--- src/rtl/frame_pkg.sv ---
// Shared framing constants and state type for the 9-bit frame protocol.
// Used by both the transmitter and the receiver so framing stays in step.
package frame_pkg;

  localparam int FRAME_W = 9;
  localparam int IDX_W   = 4;

  localparam logic LINE_IDLE  = 1'b1;
  localparam logic LINE_START = 1'b0;
  localparam logic LINE_STOP  = 1'b1;

  typedef enum logic [2:0] {
    IDLE,
    START,
    DATA,
    PARITY,
    STOP
  } tx_state_t;

endpackage

--- src/rtl/frame_tx_if.sv ---
// Request/status bundle between control logic and the frame transmitter.
// The master requests frames; the slave reports line and progress state.
interface frame_tx_if;
  import frame_pkg::*;

  logic               send;
  logic [FRAME_W-1:0] frame_to_transmit;
  logic               tx;
  logic               busy;
  logic               done;
  logic [IDX_W-1:0]   bit_idx;

  modport master (
    output send, frame_to_transmit,
    input  tx, busy, done, bit_idx
  );

  modport slave (
    input  send, frame_to_transmit,
    output tx, busy, done, bit_idx
  );

endinterface

--- src/rtl/frame_tx_bit_timer.sv ---
// Bit-period counter: counts 0..CLKS_PER_BIT-1 and flags the terminal count.
// Shared with the receiver's sampling timer.
module bit_timer #(
  parameter  int CLKS_PER_BIT = 16,
  localparam int W = $clog2(CLKS_PER_BIT)
) (
  input  logic         clk,
  input  logic         clear,
  output logic [W-1:0] cnt,
  output logic         tick
);

  assign tick = (cnt == W'(CLKS_PER_BIT - 1));

  always_ff @(posedge clk) begin
    if (clear) begin
      cnt <= '0;
    end else if (tick) begin
      cnt <= '0;
    end else begin
      cnt <= cnt + W'(1);
    end
  end

endmodule

--- src/rtl/frame_tx.sv ---
// Serial transmitter for 9-bit frames: start, 9 data bits LSB-first, stop.
// Define FRAME_TX_PARITY_EN to insert an even-parity bit before stop.
module frame_tx
  import frame_pkg::*;
#(
  parameter int CLKS_PER_BIT = 16
) (
  input  logic       clk,
  input  logic       rst,
  frame_tx_if.slave  bus
);

  localparam int TW = $clog2(CLKS_PER_BIT);

  tx_state_t          state, state_n;
  logic [FRAME_W-1:0] sh, sh_n;
  logic [IDX_W-1:0]   idx, idx_n;
  logic [TW-1:0]      cnt;
  logic               tick;
  logic               clr;
  logic               tx_q, tx_n;
  logic               busy_q, busy_n;
  logic               done_q, done_n;
`ifdef FRAME_TX_PARITY_EN
  logic               par, par_n;
`endif

  // Timer is held at zero while idle so START begins on a fresh bit period.
  assign clr = rst | (state == IDLE);

  bit_timer #(
    .CLKS_PER_BIT (CLKS_PER_BIT)
  ) u_timer (
    .clk   (clk),
    .clear (clr),
    .cnt   (cnt),
    .tick  (tick)
  );

  always_comb begin
    state_n = state;
    sh_n    = sh;
    idx_n   = idx;
`ifdef FRAME_TX_PARITY_EN
    par_n   = par;
`endif
    unique case (state)
      IDLE: begin
        if (bus.send) begin
          state_n = START;
          sh_n    = bus.frame_to_transmit;
`ifdef FRAME_TX_PARITY_EN
          par_n   = ^bus.frame_to_transmit;
`endif
        end
      end
      START: begin
        if (tick) begin
          state_n = DATA;
          idx_n   = '0;
        end
      end
      DATA: begin
        if (tick) begin
          sh_n = sh >> 1;
          if (idx == IDX_W'(FRAME_W - 1)) begin
            idx_n = '0;
`ifdef FRAME_TX_PARITY_EN
            state_n = PARITY;
`else
            state_n = STOP;
`endif
          end else begin
            idx_n = idx + 1'b1;
          end
        end
      end
`ifdef FRAME_TX_PARITY_EN
      PARITY: begin
        if (tick) state_n = STOP;
      end
`endif
      STOP: begin
        if (tick) state_n = IDLE;
      end
      default: state_n = IDLE;
    endcase

    // Line level follows the state being entered so tx is a pure flop.
    tx_n = LINE_IDLE;
    unique case (state_n)
      IDLE:    tx_n = LINE_IDLE;
      START:   tx_n = LINE_START;
      DATA:    tx_n = sh_n[0];
`ifdef FRAME_TX_PARITY_EN
      PARITY:  tx_n = par_n;
`endif
      STOP:    tx_n = LINE_STOP;
      default: tx_n = LINE_IDLE;
    endcase

    busy_n = (state_n != IDLE);
    done_n = (state == STOP) && (cnt == TW'(CLKS_PER_BIT - 2));
  end

  always_ff @(posedge clk) begin
    if (rst) begin
      state  <= IDLE;
      sh     <= '0;
      idx    <= '0;
      tx_q   <= LINE_IDLE;
      busy_q <= 1'b0;
      done_q <= 1'b0;
`ifdef FRAME_TX_PARITY_EN
      par    <= 1'b0;
`endif
    end else begin
      state  <= state_n;
      sh     <= sh_n;
      idx    <= idx_n;
      tx_q   <= tx_n;
      busy_q <= busy_n;
      done_q <= done_n;
`ifdef FRAME_TX_PARITY_EN
      par    <= par_n;
`endif
    end
  end

  assign bus.tx      = tx_q;
  assign bus.busy    = busy_q;
  assign bus.done    = done_q;
  assign bus.bit_idx = idx;

endmodule
--- src/flat_wrapper.sv ---
// flat-port wrapper written by rule: the top's interface ports become plain ports
module frame_tx_flat import frame_pkg::*;
#(
  parameter int CLKS_PER_BIT = 16
)
  (clk, rst, bus_send, bus_frame_to_transmit, bus_tx, bus_busy, bus_done, bus_bit_idx);
  frame_tx_if bus_i ();
  input  logic clk;
  input  logic rst;
  input wire logic [$bits(bus_i.send)-1:0] bus_send;
  input wire logic [$bits(bus_i.frame_to_transmit)-1:0] bus_frame_to_transmit;
  output wire logic [$bits(bus_i.tx)-1:0] bus_tx;
  output wire logic [$bits(bus_i.busy)-1:0] bus_busy;
  output wire logic [$bits(bus_i.done)-1:0] bus_done;
  output wire logic [$bits(bus_i.bit_idx)-1:0] bus_bit_idx;
  assign bus_i.send = bus_send;
  assign bus_i.frame_to_transmit = bus_frame_to_transmit;
  assign bus_tx = bus_i.tx;
  assign bus_busy = bus_i.busy;
  assign bus_done = bus_i.done;
  assign bus_bit_idx = bus_i.bit_idx;
  frame_tx #(.CLKS_PER_BIT(CLKS_PER_BIT)) u_core (.clk(clk), .rst(rst), .bus(bus_i));
endmodule
--- config.mk ---
export PLATFORM = sky130hd
export DESIGN_NAME = frame_tx_flat
export DESIGN_NICKNAME = d
export VERILOG_FILES = /design/src/rtl/frame_pkg.sv /design/src/rtl/frame_tx_if.sv /design/src/rtl/frame_tx_bit_timer.sv /design/src/rtl/frame_tx.sv /design/src/flat_wrapper.sv
export SDC_FILE = /design/constraint.sdc
export NUM_CORES = 1
export LEC_CHECK = 0
export CAP_MARGIN = 40
export CORE_ASPECT_RATIO = 1.2
export CORE_UTILIZATION = 50
export DETAILED_ROUTE_END_ITERATION = 10
export PLACE_DENSITY = 0.76
export SYNTH_ARGS = -nofsm -noshare
export SYNTH_HDL_FRONTEND = slang
export SYNTH_SLANG_ARGS = --single-unit
export TNS_END_PERCENT = 5
--- constraint.sdc ---
create_clock -name clk -period 1.7 [get_ports clk]
set_input_delay 0.255 -clock clk [delete_from_list [all_inputs] [get_ports clk]]
set_output_delay 0.255 -clock clk [all_outputs]
set_load 0.005 [all_outputs]
**Yosys cells after proc, flatten, opt, wreduce, memory -nomap -nowiden**

Cells that the tools add are included.
W data, S select, Z words.

- Output and inout bits: 7
- Memories kept: 0
- RAM bits: 0
- Logic and storage cells: 44
- Register bits: 23
- Memory bits (read-only): 0
- Input bits: 12
- Bits in latches: 0

- Eq/ne operators: 11
- Divide/modulo/power cells: 0
- Magnitude comparators: 0
- Multipliers: 0
- Reduce and logical (&&, ||, !) cells: 8
- Bitwise operators: 1
- Add/sub/neg operators: 2
- Shifts and indexed selects: 0
- Muxes and demuxes: 14

Operators with widths:

| kind | count |
|---|---|
| $mux W9 | 2 |
| $pmux W9 S2 | 1 |
| $mux W3 | 5 |
| $eq A4 B4 Y1 const B | 3 |
| $mux W4 | 3 |
| $pmux W3 S4 | 1 |
| $add A4 B1 Y4 const B | 2 |
| $pmux W4 S2 | 1 |
| $eq A3 B1 Y1 const B | 2 |
| $eq A3 B2 Y1 const B | 2 |
| $reduce_and A3 Y1 | 2 |
| $ne A2 B1 Y1 const B | 2 |
| $reduce_bool A2 Y1 | 2 |
| $eq A3 B3 Y1 const B | 1 |
| $logic_not A3 Y1 | 1 |
| $reduce_bool A3 Y1 | 1 |
| $ne A2 B2 Y1 const B | 1 |
| $pmux W1 S2 | 1 |
| $reduce_or A2 Y1 | 1 |
| $logic_and A1 B1 Y1 | 1 |
| $or A1 B1 Y1 | 1 |

**Depth between registers and ports, before layout**

Gate-level depths: netlist of the first run.

- Depth in word-level cells: 6
- Gate-level depth with buffers: 6
- Gate-level depth less buffers: 6

**Cells and area by module**

Synthesis of the first run repeated with hierarchy kept, for this count alone.

- Cells, all modules: 114
- Area, all modules: 1063.5 um^2

Modules (own cells, without submodules):

| module | instances | sequential area each (um^2) | area an instance (um^2) | cells each |
|---|---|---|---|---|
| frame_tx | 1 | 380.4 | 897.1 | 99 |
| bit_timer | 1 | 80.1 | 166.4 | 15 |

**Worst setup path before layout of the first run**

OpenSTA, ideal clock, no wires.

- Kind: register -> register
- From: register u_core.u_timer.cnt[0]
- To: register u_core.busy_q (netlist: u_core.bus.busy)
- Data arrival time: 1.260 ns
- Setup slack: 0.320 ns
- Buffers on the path: 1
- Stages on the path, launching flop included: 7
- Data required time: 1.580 ns
- Clock period less this slack: 1.380 ns
- Path through: dfxtp_1 > ha_1 > and4b_1 > buf_4 > a32oi_1 > nor3_2 > nand2b_1

- Longest elaborated chain between the ends: 4
- Elaborated cells on any way between the ends: 6

Ends and longest elaborated chain:

| item | RTL line | RTL |
|---|---|---|
| start: declaration | frame_tx_bit_timer.sv:9 | `output logic [W-1:0] cnt,` |
| start signal: assignment | frame_tx_bit_timer.sv:21 | `cnt <= cnt + W'(1);` |
| $eq A4 B4 Y1 * | frame_tx_bit_timer.sv:13 | `assign tick = (cnt == W'(CLKS_PER_BIT - 1));` |
| $mux W3 (on tied branches) | frame_tx.sv:84, frame_tx.sv:58, frame_tx.sv:64 |  |
| $pmux W3 S4 * | frame_tx.sv:47 | `unique case (state)` |
| $reduce_bool A3 Y1 * | frame_tx.sv:102 | `busy_n = (state_n != IDLE);` |
| end signal: assignment | frame_tx.sv:122 | `busy_q <= busy_n;` |
| end: declaration | frame_tx.sv:22 | `logic busy_q, busy_n;` |

Every way passes the cells marked *; elsewhere a longest branch is shown, timed or not.
A chain may end at the register's enable or synchronous reset.

**Worst setup path in the final report of the first run**

- From: register u_core.u_timer.cnt[0]
- To: register u_core.sh[4]

- Longest elaborated chain between the ends: 3

Ends and longest elaborated chain:

| item | RTL line | RTL |
|---|---|---|
| $eq A4 B4 Y1 | frame_tx_bit_timer.sv:13 |  |
| $ne A2 B1 Y1 (no line) | n/a |  |
| $reduce_and A3 Y1 (no line) | n/a |  |
| end signal: assignment | frame_tx.sv:119 | `sh <= sh_n;` |
| end: declaration | frame_tx.sv:16 | `logic [FRAME_W-1:0] sh, sh_n;` |

No other way between the ends.

==> flow_metrics.py, run 1 <==
metrics = {
    "synthesis": {
        "synth_edf_count": 0,
        "syn_area_sq_mm": 0.00107,
        "synth_fp_nets": 130,
        "ys_top_cells_by_area": "dfxtp_1 (43%), a22oi_1 (7.0%), a21oi_1 (5.6%), ha_1 (4.7%), nand2_1 (3.1%)",
        "seq_area_frac_synth_pct": 42.9,
        "synth.most_common_cell": "dfxtp_1",
        "synthFlopType": "dfxtp_1",
        "avgSynthCellArea_sq_um": 9.42,
        "synth_seq_cells": 23,
        "synth_cells": 114,
        "yosysTopAreaCell": "dfxtp_1",
        "synth-warning-count": 0,
        "async_flop_share_pct": 0,
        "ys_types": 36,
        "synth_top_cell_area_share_pct": 42.9,
        "synthTopCellsByCount": "dfxtp_1 (23), a21oi_1 (12), a22oi_1 (10), nand2_1 (9), nor2_1 (9)",
    },
    "cells_and_area": {
        "synthToLayoutAreaGrowth_pct": 22.5,
        "diodes": 0,
        "nNetsFinal": 153,
        "drive_gt1_share_pct": 11.0,
    },
    "floorplan": {
        "die_height_um": 52.8,
        "die_w_um": 44.3,
        "fp.coreArea_sq_mm": 0.00205,
        "ios": 19,
        "dieArea_sq_mm": 0.00234,
        "start_util_pct": 52.4,
        "fp-row-count": 18,
    },
    "setup_path": {
        "arrival_ns": 1.80,
        "cpPeakStageDelay_ns": 0.39,
        "critical_path.cell_chain": "ha_1, nand3_2, nor3_4, a22oi_1, a21oi_1",
        "path_buf_inv": 0,
        "cp.required_ns": 1.95,
        "endpoint_kind": "flop",
        "reg2reg_to": "u_core.sh[4]$_SDFFE_PP0P_",
        "r2r-start": "u_core.u_timer.cnt[0]$_SDFF_PP0_",
        "startpoint_type": "flop",
        "cp.depth": 5,
        "critPathKind": "reg2reg",
        "path_delay_family": "simple AND/OR/NAND/NOR gates",
        "path_max_fanout": 10,
        "critPathSlowestCell": "dfxtp_1",
        "ff2ff_setup_slack_ns": 0.16,
        "reg2reg_depth": 5,
    },
    "timing": {
        "final_max_slew_viol_count": 0,
        "tightest_slew_ns": 0.407,
        "rsz0062_at_grt": "false",
        "slew_headroom_pct": 72.6,
        "skew_ns": 0.00561,
        "setup_slack_ns": 0.157,
        "fin_crit_ns": 1.54,
        "max_freq_mhz": 648,
        "hold_viol_final": 0,
        "post-route-period-util_pct": 90.8,
        "setup_viol": 0,
        "fin_setup_tns_ns": 0,
    },
    "place": {
        "hpwl_um": 1580,
        "place_congestion": 0.778,
        "io_buffers": 18,
        "preCtsSetupSlack_ns": 0.147,
    },
    "global_routing": {
        "grt_pass1_vias": 793,
        "grt_overflow": 0,
        "grtUsageTotal_pct": 19.6,
        "grt_antenna_before_repair": 0,
        "grt_pass1_wl_um": 3370,
        "grt_max_degree": 14,
    },
    "route": {
        "final_antenna_net_count": 0,
        "drt_iter0_markers": 5,
        "drc_errors": 0,
        "wirelength_um": 1990,
        "drt-vias-per-instance": 5.28,
        "wire_per_inst_um": 12.0,
        "dr.pass1.iters": 4,
        "num_vias": 876,
    },
    "worst_hold_path": {
        "hold_path_depth": 2,
        "hold_class": "reg2reg",
        "hold_end": "u_core.sh[0]$_SDFF_PP0_",
        "min_from": "u_core.sh[0]$_SDFF_PP0_",
    },
    "job": {
        "max_cap_violations": 0,
    },
    "clock_tree": {
        "htreeDepth": 1,
        "clock-sinks": 23,
        "clock_latency_ns": 0.32,
        "cts_resized": 0,
        "cts_tree": "yes",
        "cts_buffer_depth": 2,
        "cts_root_buf": "clkbuf_4",
        "clkTransAtPathRegs_ns": 0.13,
        "cts_inserted_buffers": 3,
        "postCtsHoldBufs": 0,
        "cts_setup_buffers": 0,
    },
    "pwr": {
        "p_per_area_mw_per_mm2": 703,
        "p_leak_nw": 0.495,
        "peakVddDrop_mv": 0.650,
        "power_mw": 0.925,
    },
    "status": {
        "status": "complete, no violations",
    },
}
-- cell usage in the layout (no fill, tap or decap), types with 2 or more instances in the layout --
cell type	count
clkbuf_4	3
clkdlybuf4s50_1	18
xor2_1	3
buf_4	5
ha_1	4
nor2_1	9
nand3_1	2
nand2_1	9
nand2b_1	2
dfxtp_1	23
nor3_1	3
o211ai_1	2
a21oi_1	12
nor2b_1	2
a22oi_1	10
o21bai_1	2
and3_1	2
inv_1	5
xnor2_1	2
-- layout make-up --
| cell class | instances | area, sq um |
|---|---|---|
| Fill cell | 166 | 734 |
| Multi-Input combinational cell | 81 | 553 |
| Sequential cell | 23 | 460 |
| Timing Repair Buffer | 23 | 218 |
| Tap cell | 30 | 37.5 |
| Clock buffer | 3 | 22.5 |
| Inverter | 5 | 18.8 |
| Clock inverter | 1 | 5.00 |
-- metrics by stage --
stage | instance area, sq um | util (%) | hold slack, ns | cells
2_1_floorplan | 1070 | - | 0.330 | 114
3_3_place_gp | 1290 | 62.8 | 0.436 | 162
3_5_place_dp | 1290 | 62.8 | 0.443 | 162
4_1_cts | 1320 | 64.2 | 0.461 | 166
5_1_grt | 1320 | 64.2 | 0.481 | 166
6_report | 1320 | 64.2 | 0.458 | 166
-- report_power, final --
group / switching (mW) / internal [mW] / leakage (nW)
registers: 0.0141 / 0.558 / 0.188
logic: 0.0407 / 0.0576 / 0.290
clock network: 0.166 / 0.0881 / 0.0177
-- routing by layer --
layer	GRT usage (%)	wire length, um
met5	0	0
met4	10.6	30
met3	3.10	52
met2	34.6	1070
met1	22.0	833
-- sequential cells by signal (all words and copies together), names as in the netlist --
register and count:
u_core.bus.bit_idx 4, u_core.bus.busy 1, u_core.bus.done 1, u_core.bus.tx 1, u_core.sh 9, u_core.state 3, u_core.u_timer.cnt 4
-- worst max-delay path by stage --
stage          slack, ns                         end                        startpoint
2_1_floorplan       0.32  u_core.bus.busy$_SDFF_PP0_  u_core.u_timer.cnt[0]$_SDFF_PP0_
3_3_place_gp        0.17   u_core.sh[8]$_SDFFE_PP0P_                          bus_send
3_5_place_dp        0.15   u_core.sh[4]$_SDFFE_PP0P_                          bus_send
4_1_cts             0.17   u_core.sh[4]$_SDFFE_PP0P_  u_core.u_timer.cnt[0]$_SDFF_PP0_
5_1_grt             0.04   u_core.sh[4]$_SDFFE_PP0P_  u_core.u_timer.cnt[1]$_SDFF_PP0_
6_report            0.16   u_core.sh[4]$_SDFFE_PP0P_  u_core.u_timer.cnt[0]$_SDFF_PP0_
-- tightest hold or removal path: stages, from the launching register on --
cell,delay [ns]
dfxtp_1,0.33
nand2_1,0.05
a21oi_1,0.05
-- cell families after synthesis --
group / count (synthesis) / share of synthesized area [%]
buffers and inverters: 10 / 5.59
AOI/OAI and AO/OA: 33 / 20.7
DFF: 23 / 42.9
adders and majority gates: 4 / 4.66
and+or+nand+nor: 39 / 22.0
xor gates and xnor gates: 5 / 4.08
Note: power is estimated with default switching activity, not from simulation.
==> inputs of run 2 (changes only) <==
--- a/config.mk
+++ b/config.mk
@@ -9,6 +9,7 @@
 export CORE_ASPECT_RATIO = 1.2
 export CORE_UTILIZATION = 50
 export DETAILED_ROUTE_END_ITERATION = 10
+export GPL_ROUTABILITY_DRIVEN = 0
 export PLACE_DENSITY = 0.76
 export SYNTH_ARGS = -nofsm -noshare
 export SYNTH_HDL_FRONTEND = slang
==> constraint.sdc (replaced) <==
create_clock -name clk -period 1.54 [get_ports clk]
set_input_delay 0.231 -clock clk [delete_from_list [all_inputs] [get_ports clk]]
set_output_delay 0.231 -clock clk [all_outputs]
set_load 0.005 [all_outputs]
==> run 2 against run 1 <==
  * Worst setup slack worse by 0.075 ns
  * Utilization up 2.9 points
  * Clock power up 7%
  * Non-clock buffer count up 5
  * Routed wire length up 3.0%
  * Power up 10%
  * Count of clock-buffer cells in the layout unchanged
  * Sequential share of layout area down 1.3 points
==> flow_metrics.py, run 2 (synthesis gave the netlist of run 1 again) <==
metrics = {
    "pwr": {
        "p_per_area_mw_per_mm2": 743,
        "peakVddDrop_mv": 0.713,
        "p_leak_nw": 0.526,
    },
    "timing": {
        "fin_setup_tns_ns": 0,
        "post-route-period-util_pct": 94.7,
        "final_max_slew_viol_count": 0,
        "tightest_slew_ns": 0.265,
        "max_freq_mhz": 686,
        "hold_viol_final": 0,
        "fin_crit_ns": 1.46,
        "skew_ns": 0.000963,
        "whs_ns": 0.460,
        "setup_viol": 0,
        "setup_slack_ns": 0.0817,
        "rsz0062_at_grt": "true",
        "slew_headroom_pct": 82.3,
    },
    "floorplan": {
        "ios": 19,
        "fp-row-count": 18,
        "die_w_um": 44.3,
        "fp.coreArea_sq_mm": 0.00205,
        "start_util_pct": 52.4,
        "die_height_um": 52.8,
        "dieArea_sq_mm": 0.00234,
    },
    "clock_tree": {
        "cts_buffer_depth": 2,
        "cts_inserted_buffers": 3,
        "clock_latency_ns": 0.30,
        "clkTransAtPathRegs_ns": 0.12,
        "cts_root_buf": "clkbuf_4",
        "clock-sinks": 23,
        "htreeDepth": 1,
        "cts_setup_buffers": 0,
        "cts_tree": "yes",
    },
    "setup_path": {
        "critPathKind": "reg2reg",
        "path_max_fanout": 4,
        "startpoint_type": "flop",
        "endpoint_kind": "flop",
        "cp.required_ns": 1.74,
        "arrival_ns": 1.66,
    },
    "job": {
        "max_cap_violations": 0,
    },
    "route": {
        "num_vias": 887,
        "wirelength_um": 2050,
        "dr.pass1.iters": 4,
        "final_antenna_net_count": 0,
        "wire_per_inst_um": 12.0,
        "drc_errors": 0,
        "drt-vias-per-instance": 5.19,
        "drt_iter0_markers": 14,
    },
    "worst_hold_path": {
        "hold_class": "reg2reg",
    },
    "place": {
        "dp_cells": 167,
        "preCtsSetupSlack_ns": -0.00804,
        "dpl_cell_area_sq_mm": 0.00134,
        "hpwl_um": 1600,
        "io_buffers": 18,
    },
    "status": {
        "status": "complete, no violations",
    },
    "cells_and_area": {
        "fin_cells": 171,
        "regMostFlops": "u_core.sh",
        "num-fill-cells": 168,
        "finish.instance_area_sq_mm": 0.00137,
        "layout_commonest_cell": "dfxtp_1",
        "diodes": 0,
        "largest_register_ffs": 9,
        "most-common-layout-cells": "dfxtp_1 (21), clkdlybuf4s50_1 (18), a21oi_1 (12), a22oi_1 (10)",
        "nNetsFinal": 158,
        "synthToLayoutAreaGrowth_pct": 28.0,
        "drive_gt1_share_pct": 17.0,
    },
    "global_routing": {
        "grt_pass1_vias": 855,
        "grt_antenna_before_repair": 0,
        "grt_pass1_wl_um": 3390,
        "grt_max_degree": 14,
        "grtUsageTotal_pct": 19.4,
        "grt_overflow": 0,
    },
}
==> run 2: what timing repair did <==
item / CTS / global route
endpoints found under the setup margin: 0 / 12
hold buffers: 0 / 0
gates resized for setup: 0 / 5
==> run 2: area by class of cell <==
cell class	count	area, sq um	area share [%]
Clock inverter	1	5.00	0.364
Inverter	5	18.8	1.37
Sequential cell	23	463	33.7
Clock buffer	3	22.5	1.64
Multi-Input combinational cell	81	559	40.7
Timing Repair Buffer	28	268	19.5
Tap cell	30	37.5	2.73
==> run 2: stage by stage <==
| stage | util, % | power, mW |
|---|---|---|
| floorplan | - | 0.700 |
| global placement | 65.3 | 0.755 |
| detailed placement | 65.3 | 0.759 |
| CTS | 66.6 | 1.04 |
| global route | 67.0 | 1.06 |
| finish | 67.0 | 1.02 |
==> run 2: path summary, 6_finish.rpt <==
path                            depth (start not counted)                              from  slack, ns                        to
worst max-delay path                                    6  u_core.u_timer.cnt[1]$_SDFF_PP0_       0.08  u_core.bus.tx$_SDFF_PP1_
worst min-delay path                                    2           u_core.sh[0]$_SDFF_PP0_       0.46   u_core.sh[0]$_SDFF_PP0_
worst max register to register                          6  u_core.u_timer.cnt[1]$_SDFF_PP0_       0.08  u_core.bus.tx$_SDFF_PP1_
worst min register to register                          2           u_core.sh[0]$_SDFF_PP0_       0.46   u_core.sh[0]$_SDFF_PP0_
==> run 2: layer usage <==
metal / global-route usage (%) / part of all wire (%) / up-vias
met5: 0 / 0 / -
met4: 7.58 / 0.68 / 0
met3: 2.07 / 2.4 / 2
met2: 35.8 / 52 / 16
met1: 22.2 / 45 / 406
li1: - / - / 463
==> run 2: critical path, stage by stage (launching register included) <==
cell and delay (ns):
dfxtp_1 0.35, ha_1 0.23, buf_4 0.15, and3_1 0.18, a21oi_1 0.19, o21ai_1 0.10, o21bai_1 0.16
==> run 2: power by group <==
part	switching, mW	internal (mW)	leakage (nW)
Clock	0.175	0.0968	0.0177
Combinational	0.0481	0.0684	0.320
Sequential	0.0151	0.616	0.188
